<file path="config.mk">
export PLATFORM = sky130hd
export DESIGN_NAME = sipo_deserializer
export DESIGN_NICKNAME = d
export VERILOG_FILES = /design/src/rtl/sipo_deserializer_pkg.sv /design/src/rtl/sipo_deserializer_shreg.sv /design/src/rtl/sipo_deserializer.sv
export SDC_FILE = /design/constraint.sdc
export NUM_CORES = 1
export LEC_CHECK = 0
export BUFFER_PORTS_ARGS = -buffer_cell sky130_fd_sc_hd__buf_2
export CAP_MARGIN = 0
export CELL_PAD_IN_SITES_DETAIL_PLACEMENT = 1
export CELL_PAD_IN_SITES_GLOBAL_PLACEMENT = 1
export CORE_ASPECT_RATIO = 1.1
export CORE_MARGIN = 5
export CORE_UTILIZATION = 43
export CTS_BUF_LIST = sky130_fd_sc_hd__clkbuf_8
export DETAILED_ROUTE_END_ITERATION = 6
export PLACE_DENSITY_LB_ADDON = 0.1
export SYNTH_ARGS = -nofsm -noshare
export SYNTH_HDL_FRONTEND = slang
export SYNTH_HIERARCHICAL = 1
export SYNTH_SLANG_ARGS = --single-unit
</file>
<file path="constraint.sdc">
create_clock -name clk -period 1.9 [get_ports clk]
set_input_delay 0.095 -clock clk [delete_from_list [all_inputs] [get_ports clk]]
set_output_delay 0.095 -clock clk [all_outputs]
set_load 0.02 [all_outputs]
</file>
<file path="src/rtl/sipo_deserializer_pkg.sv">
// Shared definitions for the SIPO deserializer slice.
//   state_t       : FSM encoding (IDLE=0, SHIFT=1)
//   DEFAULT_WIDTH : default frame width in bits
//   clog2()       : constant function used to size the bit counter
package sipo_deserializer_pkg;

  typedef enum logic {
    IDLE  = 1'b0,
    SHIFT = 1'b1
  } state_t;

  localparam int unsigned DEFAULT_WIDTH = 8;

  function automatic int unsigned clog2(input int unsigned value);
    int unsigned result;
    result = 0;
    while ((64'd1 << result) < 64'(value)) begin
      result = result + 1;
    end
    return result;
  endfunction

endpackage

</file>
<file path="src/rtl/sipo_deserializer_shreg.sv">
// WIDTH-bit shift register for the SIPO deserializer.
// Ports:
//   clk     : clock, rising edge
//   rst     : asynchronous active-low reset
//   clr     : synchronous clear (has priority over shift)
//   shift   : shift din into the register
//   din     : serial input bit
//   shifted : register contents with din shifted in (combinational),
//             i.e. the value the register takes on a shift edge
// MSB_FIRST=1 shifts left (din enters bit 0); MSB_FIRST=0 shifts right
// (din enters bit WIDTH-1).
module sipo_shreg #(
  parameter int unsigned WIDTH     = 8,
  parameter bit          MSB_FIRST = 1'b1
) (
  input  logic             clk,
  input  logic             rst,
  input  logic             clr,
  input  logic             shift,
  input  logic             din,
  output logic [WIDTH-1:0] shifted
);

  logic [WIDTH-1:0] q;

  always_comb begin
    shifted = q;
    if (MSB_FIRST) begin
      shifted = {q[WIDTH-2:0], din};
    end else begin
      shifted = {din, q[WIDTH-1:1]};
    end
  end

  always_ff @(posedge clk or negedge rst) begin
    if (!rst) begin
      q <= '0;
    end else if (clr) begin
      q <= '0;
    end else if (shift) begin
      q <= shifted;
    end
  end

endmodule

</file>
<file path="src/rtl/sipo_deserializer.sv">
// Serial-in / parallel-out deserializer.
// Assembles WIDTH-bit words from a strobed serial bit stream.
// Ports:
//   clk        : clock, rising edge
//   rst        : asynchronous active-low reset
//   din        : serial data bit
//   din_en     : bit strobe, din sampled only when 1 (and in SHIFT)
//   start      : frame start / restart request
//   dout       : last completed word (held until next completion)
//   dout_valid : one-cycle pulse, dout updated at this edge
//   busy       : 1 while a frame is being assembled
//   frame_err  : one-cycle pulse, a partial frame was aborted by start
//   bit_cnt    : bits accepted in the current frame
module sipo_deserializer
  import sipo_deserializer_pkg::*;
#(
  parameter  int unsigned WIDTH     = DEFAULT_WIDTH,
  parameter  bit          MSB_FIRST = 1'b1,
  localparam int unsigned CNTW      = clog2(WIDTH + 1)
) (
  input  logic             clk,
  input  logic             rst,
  input  logic             din,
  input  logic             din_en,
  input  logic             start,
  output logic [WIDTH-1:0] dout,
  output logic             dout_valid,
  output logic             busy,
  output logic             frame_err,
  output logic [CNTW-1:0]  bit_cnt
);

  localparam logic [CNTW-1:0] LAST_BIT = CNTW'(WIDTH - 1);

  state_t           state, state_n;
  logic [CNTW-1:0]  cnt_n;
  logic [WIDTH-1:0] dout_n;
  logic             valid_n;
  logic             err_n;
  logic             sh_clr;
  logic             sh_en;
  logic [WIDTH-1:0] shifted;

  sipo_shreg #(
    .WIDTH     (WIDTH),
    .MSB_FIRST (MSB_FIRST)
  ) u_shreg (
    .clk     (clk),
    .rst     (rst),
    .clr     (sh_clr),
    .shift   (sh_en),
    .din     (din),
    .shifted (shifted)
  );

  always_comb begin
    state_n = state;
    cnt_n   = bit_cnt;
    dout_n  = dout;
    valid_n = 1'b0;
    err_n   = 1'b0;
    sh_clr  = 1'b0;
    sh_en   = 1'b0;
    unique case (state)
      IDLE: begin
        // Strobes are ignored here, including one coincident with start.
        if (start) begin
          state_n = SHIFT;
          cnt_n   = '0;
          sh_clr  = 1'b1;
        end
      end
      SHIFT: begin
        if (din_en && (bit_cnt == LAST_BIT)) begin
          // Final bit wins over start: the word completes, and a
          // coincident start opens the next frame without an idle cycle.
          dout_n  = shifted;
          valid_n = 1'b1;
          cnt_n   = '0;
          sh_clr  = 1'b1;
          state_n = start ? SHIFT : IDLE;
        end else if (start) begin
          err_n  = (bit_cnt != '0);
          cnt_n  = '0;
          sh_clr = 1'b1;
        end else if (din_en) begin
          sh_en = 1'b1;
          cnt_n = bit_cnt + CNTW'(1);
        end
      end
      default: begin
        state_n = IDLE;
      end
    endcase
  end

  always_ff @(posedge clk or negedge rst) begin
    if (!rst) begin
      state      <= IDLE;
      bit_cnt    <= '0;
      dout       <= '0;
      dout_valid <= 1'b0;
      frame_err  <= 1'b0;
    end else begin
      state      <= state_n;
      bit_cnt    <= cnt_n;
      dout       <= dout_n;
      dout_valid <= valid_n;
      frame_err  <= err_n;
    end
  end

  assign busy = (state == SHIFT);

endmodule

</file>
== After elaboration in Yosys (flattened, before gate mapping) ==
Cells that the tools add are included.
W data, S select, Z words.

* Add/subtract/negate cells: 1
* Eq/ne operators: 3
* Muxes and demuxes: 21
* Bitwise gates (word level): 1
* Reduce and logical (&&, ||, !) cells: 5

{| class="wikitable"
|+ Operators by type and width
! cell !! count
|-
| $mux W4 || 4
|-
| $mux W7 || 2
|-
| $mux W1 || 12
|-
| $pmux W4 S2 || 1
|-
| $add A4 B1 Y4 const B || 1
|-
| $eq A4 B3 Y1 const B || 1
|-
| $ne A4 B3 Y1 const B || 1
|-
| $pmux W1 S2 || 2
|-
| $reduce_and A2 Y1 || 2
|-
| $reduce_bool A4 Y1 || 1
|-
| $ne A2 B2 Y1 const B || 1
|-
| $reduce_bool A2 Y1 || 1
|-
| $logic_and A1 B1 Y1 || 1
|-
| $not A1 Y1 || 1
|}

* Flip-flop bits (word level): 22
* Input port bits: 5
* Output and inout bits: 15
* Word-level logic and storage cells: 37

== Depth between registers and ports, before layout ==
Gate-level depths: netlist (run 1).

* Depth after elaboration: 6
* Gate-level depth with buffers: 6
* Mapped depth without buffers: 5

== By module ==
Netlist (run 1), hierarchy kept.

{| class="wikitable"
|+ By module, submodules not included
! module !! times used !! cells an instance !! area an instance (um^2) !! seq. area each (um^2)
|-
| sipo_deserializer || 1 || 52 || 639.4 || 375.4
|-
| sipo_shreg || 1 || 23 || 290.3 || 175.2
|}

== Worst setup path before layout (run 1) ==
No wires, ideal clock.

* Path type: register to register
* Start: reg bit_cnt[0]
* End: reg u_shreg.q[0]
* Setup time: 144 ps
* Data arrival time: 1,501 ps
* Required time: 1,756 ps
* Setup slack: 255 ps
* Stages on the path, launching flop included: 7
* Buffers on the path: 1
* Clock period less this slack: 1,645 ps
* Path through: dfrtp_1 > ha_1 > and3b_1 > nor3_1 > buf_6 > mux2i_1 > nor2_1

* Longest elaborated chain between the ends: 5
* Elaborated cells between the ends (all ways): 8
* Those cells by class: eq/ne (1); mux (5); reduce/logical (2)

{| class="wikitable"
|+ Ends and longest elaborated chain
! element !! line !! RTL
|-
| from (decl) || sipo_deserializer.sv:30 || <nowiki>output logic [CNTW-1:0] bit_cnt</nowiki>
|-
| from (signal assigned) || sipo_deserializer.sv:106 || <nowiki>bit_cnt <= cnt_n;</nowiki>
|-
| $eq A4 B3 Y1 || sipo_deserializer.sv:74 || <nowiki>if (din_en && (bit_cnt == LAST_BIT)) begin</nowiki>
|-
| $logic_and A1 B1 Y1 || sipo_deserializer.sv:74 ||
|-
| $mux W1 || sipo_deserializer.sv:74 ||
|-
| $mux W1 || sipo_deserializer.sv:64 || <nowiki>unique case (state)</nowiki>
|-
| net sh_en || sipo_deserializer.sv:41 || <nowiki>logic sh_en;</nowiki>
|-
| $reduce_bool A2 Y1 (no source line) || -- ||
|-
| to (signal assigned) || sipo_deserializer_shreg.sv:41 || <nowiki>q <= shifted;</nowiki>
|-
| to (decl) || sipo_deserializer_shreg.sv:24 || <nowiki>logic [WIDTH-1:0] q;</nowiki>
|}

The timed path passes the listed nets, and every way through them passes these cells.
A chain may end at the register's enable or synchronous reset.

== Worst setup path in the final report (run 1) ==
* Start: reg bit_cnt[0]
* End: reg u_shreg.q[6]

The elaborated chain is that of the path after synthesis.

==> flow_summary.ini, run 1 <==
[sta]
timing.slew.headroom_pct = 67.4
finalHoldViolCount = 0
drv_slew = 0
timing.fmax_ghz = 0.599
skew_ns = 0.00638
final_period_minus_worst_setup_slack_ns = 1.67
finalSetupTns_ns = 0
setup_violations_final = 0
final.period_utilization_pct = 87.8
setup_repair_after_global_routing_missed_its_margin = no
final.setup.worst_slack_ns = 0.231
worstMarginPinSlew_ns = 0.490

[setup_path]
startpoint_type = register
worstSetupPathType = register to register
crit_chain = ha_1 -> and3b_1 -> nor3_1 -> buf_4 -> mux2i_1 -> nor2_1
cpLargestDelayFamily = flip-flops
cp_slowest_cell = dfrtp_1
worst-path-max-fanout = 7
cp_data_arrival_time_ns = 1.81
critical-path-max-stage-delay_ns = 0.43
critical_path_required_ns = 2.04
cp-end-kind = register
crit_buf_inv = 1

[layout]
n_antenna_cell = 0
layout.nets = 107
finalCoreUtilization_pct = 54.9
fillerInstances = 232
post_route_cells_drive_above_1_share_pct = 35.4
syn2layout_area_growth_pct = 20.6

[route]
antenna_viol_nets_final = 0
route.final.wire_length_um = 1750
drc = 0
detail_route.first_pass.iterations = 4
total_via_count_in_the_routed_design = 645
detailedRoute.firstIterationViolations = 6
vias_per_cell = 5.08
routedWlPerCell_um = 13.8

[clock_tree]
postCtsHoldBufs = 1
cts_root_buffer = clkbuf_8
clockBufferDepth = 2
worstSkewPairLatency_ns = 0.25
cts.clk_slew.worst_paths_ns = 0.08
cts_inserted_buffers = 3
clock_tree_from_tritoncts = yes
cts_resized = 0
ctsHtreeMaxLevel = 1
post_cts_buffers = 0
clock-sinks = 22

[pwr]
power.density_nw_per_um2 = 770
irDropWorstVdd_mv = 0.578
totalPowerFinal_mw = 0.864
static-leakage-power_nw = 0.582

[synth]
yosys.area.top_type_share_pct = 59.2
postSynthNetCount = 82
yosysMostFrequentCell = dfrtp_1
synth_enable_flop_cells = 0
ys_seq_area_share_pct = 59.2
yosys_register_bits = 22
synthDistinctLibCells = 22
synth.yosys.warnings = 6
synth.top_cells.by_area = dfrtp_1 59%, mux2_2 9.7%, mux2i_1 7.5%, nor2_1 3.6%, ha_1 2.7%
syn_area_per_cell_um2 = 12.4
top_post_synthesis_cells_by_count = 22 x dfrtp_1, 9 x nor2_1, 8 x mux2_2
ys_async_rst_share_pct = 100
synth_cells = 75
synth_top_area_cell = dfrtp_1
syn-cell-area_um2 = 930
yosys_most_used_dff = dfrtp_1

[global_route]
wire_length_of_the_first_global_routing_pass_um = 3100
pin_count_of_the_biggest_net_entering_global_routing = 23
grt_usage_pct = 12.8
first_global_vias = 698
final_global_route_overflow_total = 0
grt_antenna_before_repair = 0

[floorplan]
die_y_um = 58.8
core_um2 = 2040
die_width_um = 54.3
rows = 17
ioPinCount = 20
die-area_um2 = 3190
start_util_pct = 45.5

[placed_design]
post-place-ws_ns = 0.257
place_congestion = 0.778
portBuffers = 19
hpwl_um = 1340

[job]
max-cap-violations = 0

[status]
status = finished, final reports clean

[min_path]
hold_path.class = input port to register
[worst register-to-register path: stages, from the launching register on]
cell and delay, ns:
dfrtp_1 0.43, ha_1 0.25, and3b_1 0.20, nor3_1 0.17
buf_4 0.21, mux2i_1 0.23, nor2_1 0.06
[path summary, 6_finish.rpt]
kind | from | depth (start not counted) | slack [ns] | end
min in group asynchronous | rst | 2 | 0.34 | dout[3]$_DFFE_PN0P_
max in group asynchronous | rst | 2 | 1.23 | bit_cnt[3]$_DFFE_PN0P_
setup / recovery | bit_cnt[0]$_DFFE_PN0P_ | 6 | 0.23 | u_shreg/q[6]$_DFFE_PN0P_
setup reg to reg | bit_cnt[0]$_DFFE_PN0P_ | 6 | 0.23 | u_shreg/q[6]$_DFFE_PN0P_
hold / removal | start | 2 | 0.07 | bit_cnt[1]$_DFFE_PN0P_
hold reg to reg | dout[4]$_DFFE_PN0P_ | 1 | 0.51 | dout[4]$_DFFE_PN0P_
[layer usage]
metal	vias to the layer above	GRT usage (%)	part of all wire, %	wire (um)
li1	305	-	-	-
met1	326	16.6	48	831
met2	12	22.2	48	847
met3	2	1.52	3.1	54
met4	0	3.20	0.86	15
met5	-	0	0	0
[registers in the layout (all words and copies together) (netlist names)]
register    flops
dout_valid      1
bit_cnt         4
frame_err       1
dout            8
busy            1
u_shreg/q       7
[layout by cell type (no fill, tap or decap), drive strengths merged]
cell	n
a211oi	1
a21oi	3
and3b	1
buf	21
clkbuf	4
dfrtp	22
dlygate4sd3	1
ha	2
inv	4
mux2	8
mux2i	7
nand2	4
nand3	2
nand3b	1
nand4	1
nor2	10
nor3	1
o21ai	3
or3	1
or4	1
xor2	1
[cell families (layout without fill, tap and decap cells)]
family / Yosys count / in the layout / synth area share [%]
compound gates: 7 / 7 / 4.04
xor+xnor: 1 / 1 / 0.942
fa+ha+maj: 2 / 2 / 2.69
buf+inv: 6 / 30 / 3.63
flops: 22 / 22 / 59.2
mux: 15 / 15 / 17.2
simple gates: 22 / 22 / 12.2
[stage by stage]
stage | hold slack [ns] | std cells | cell area, um^2
after global placement | 0.0827 | 122 | 1060
after detailed placement | 0.0889 | 122 | 1060
after CTS | 0.0756 | 127 | 1120
after floorplan | -0.201 | 75 | 930
final | 0.0741 | 127 | 1120
after global routing | 0.0789 | 127 | 1120
[where the power goes]
group / total (mW) / internal, mW / switching [mW]
registers: 0.480 / 0.474 / 0.00598
clock network: 0.324 / 0.184 / 0.140
logic: 0.0593 / 0.0214 / 0.0379
[area by class of cell]
type / instances / area (um^2) / area share [%]
Inverter: 4 / 15.0 / 1.34
Sequential cell: 22 / 551 / 49.1
Tap cell: 28 / 35.0 / 3.12
Clock buffer: 4 / 55.1 / 4.91
Timing Repair Buffer: 22 / 120 / 10.7
Multi-Input combinational cell: 47 / 345 / 30.8
Power figures use the tool's default switching activity.
==> run 2: changes to the inputs <==
Settings changed: ABC_CLOCK_PERIOD_IN_PS set to 1900, BUFFER_PORTS_ARGS -buffer_cell sky130_fd_sc_hd__buf_2 to not set, CORE_UTILIZATION 43 to 50, DONT_BUFFER_PORTS set to 1, SKIP_LAST_GASP set to 1.
==> flow_summary.ini, run 2 (same netlist as run 1, synthesis figures left out) <==
[setup_path]
startpoint_type = register
cp_data_arrival_time_ns = 1.93
cp-end-kind = register
setup.reg_to_reg.worst_slack_ns = 0.17
reg2reg_depth = 6
crit_chain = buf_4 -> inv_1 -> ha_1 -> nand4_1 -> a21oi_1 -> dlygate4sd3_1
critical_path_required_ns = 2.10
reg2reg_from = bit_cnt[1]$_DFFE_PN0P_
worstSetupPathType = register to register
rr_endpoint = bit_cnt[1]$_DFFE_PN0P_
critical-path-max-stage-delay_ns = 0.56
worst-path-max-fanout = 4
cp_slowest_cell = dlygate4sd3_1

[sta]
setup_violations_final = 0
final.period_utilization_pct = 90.9
skew_ns = 0.00376
finalHoldViolCount = 0
drv_slew = 0
worstMarginPinSlew_ns = 1.01
timing.slew.headroom_pct = 32.7
finalSetupTns_ns = 0
final_period_minus_worst_setup_slack_ns = 1.73
setup_repair_after_global_routing_missed_its_margin = no
timing.fmax_ghz = 0.579

[pwr]
totalPowerFinal_mw = 0.821
static-leakage-power_nw = 0.515
irDropWorstVdd_mv = 0.450
power.density_nw_per_um2 = 774

[min_path]
holdPathEnd = bit_cnt[2]$_DFFE_PN0P_
worst_hold_path.num_cells = 3
hold_path.class = input port to register
worstHoldStart = din_en

[clock_tree]
cts_root_buffer = clkbuf_8
worstSkewPairLatency_ns = 0.26
clockBufferDepth = 2
clock_tree_from_tritoncts = yes
cts.clk_slew.worst_paths_ns = 0.07
clock-sinks = 22
ctsHtreeMaxLevel = 1
cts_inserted_buffers = 3
cts_resized = 0

[layout]
post_route_cells_drive_above_1_share_pct = 22.1
n_antenna_cell = 0
layout.nets = 95
final_cell_mix = 22 x dfrtp_1, 9 x nor2_1, 8 x mux2_2
fillerInstances = 180
syn2layout_area_growth_pct = 14.0
number_of_flip_flops_in_the_largest_register = 8
most_common_library_cell_in_the_layout_ignoring_fill_and_taps = dfrtp_1
layout_top_registers = dout x8, u_shreg/q x7, bit_cnt x4
registers.top_by_ff_count = dout

[floorplan]
die_width_um = 51.1
start_util_pct = 52.2
rows = 16
core_um2 = 1780
die-area_um2 = 2820
ioPinCount = 20
die_y_um = 55.2

[route]
detailedRoute.firstIterationViolations = 7
routedWlPerCell_um = 17.4
detail_route.first_pass.iterations = 4
total_via_count_in_the_routed_design = 597
antenna_viol_nets_final = 0
drc = 0
route.final.wire_length_um = 1810
vias_per_cell = 5.74

[global_route]
first_global_vias = 710
wire_length_of_the_first_global_routing_pass_um = 3220
grt_antenna_before_repair = 0
grt_usage_pct = 15.0
final_global_route_overflow_total = 0
pin_count_of_the_biggest_net_entering_global_routing = 23

[placed_design]
hpwl_um = 1290
portBuffers = 0
place_congestion = 0.745

[job]
max-cap-violations = 0

[status]
status = finished, final reports clean
## run 2: layout make-up
type / instances / area (um^2) / area share, %
Sequential cell: 22 / 551 / 51.9
Inverter: 4 / 15.0 / 1.42
Timing Repair Buffer: 10 / 85.1 / 8.03
Clock buffer: 3 / 41.3 / 3.90
Tap cell: 18 / 22.5 / 2.13
Multi-Input combinational cell: 47 / 345 / 32.6
## run 2: per-layer routing
metal	global-route usage (%)	part of all wire [%]	vias up
li1	-	-	277
met1	16.3	42	295
met2	25.0	49	20
met3	4.84	6.4	5
met4	8.08	2.4	0
met5	0	0	-
## run 2: worst max-delay path: cells and delay by family (launching register included)
family | cells | cell delay [ns]
simple gates | 1 | 0.10
buf+inv | 3 | 0.79
compound gates | 1 | 0.15
fa+ha+maj | 1 | 0.27
flops | 1 | 0.37
## run 2: where the power goes
group	total [mW]	internal, mW	switching, mW
logic	0.0620	0.0240	0.0380
clock network	0.278	0.141	0.137
registers	0.481	0.474	0.00621
## run 2: worst max-delay path by stage
stage / startpoint / endpoint / slack [ns] / cells after the start
CTS: bit_cnt[1]$_DFFE_PN0P_ / bit_cnt[1]$_DFFE_PN0P_ / 0.17 / 6
global route: bit_cnt[0]$_DFFE_PN0P_ / bit_cnt[1]$_DFFE_PN0P_ / 0.08 / 6
floorplan: bit_cnt[0]$_DFFE_PN0P_ / u_shreg/q[0]$_DFFE_PN0P_ / 0.26 / 6
detailed placement: bit_cnt[3]$_DFFE_PN0P_ / dout[3]$_DFFE_PN0P_ / 0.31 / 3
global placement: bit_cnt[0]$_DFFE_PN0P_ / u_shreg/q[0]$_DFFE_PN0P_ / 0.32 / 6
finish: bit_cnt[1]$_DFFE_PN0P_ / bit_cnt[1]$_DFFE_PN0P_ / 0.17 / 6
## run 2: stage by stage
stage / utilization (%) / std cells / area (um^2) / hold slack [ns] / setup slack (ns)
after floorplan: - / 75 / 930 / -0.201 / 0.255
after global placement: 54.9 / 97 / 978 / -0.200 / 0.321
after detailed placement: 54.9 / 97 / 978 / -0.200 / 0.305
after CTS: 59.5 / 104 / 1060 / 0.0880 / 0.171
after global routing: 59.5 / 104 / 1060 / 0.142 / 0.0815
final: 59.5 / 104 / 1060 / 0.0945 / 0.173
## run 2: what timing repair did
item                                   CTS  global route
endpoints found under the hold margin   30             0
setup buffers                            0             0
hold buffers                             4             0
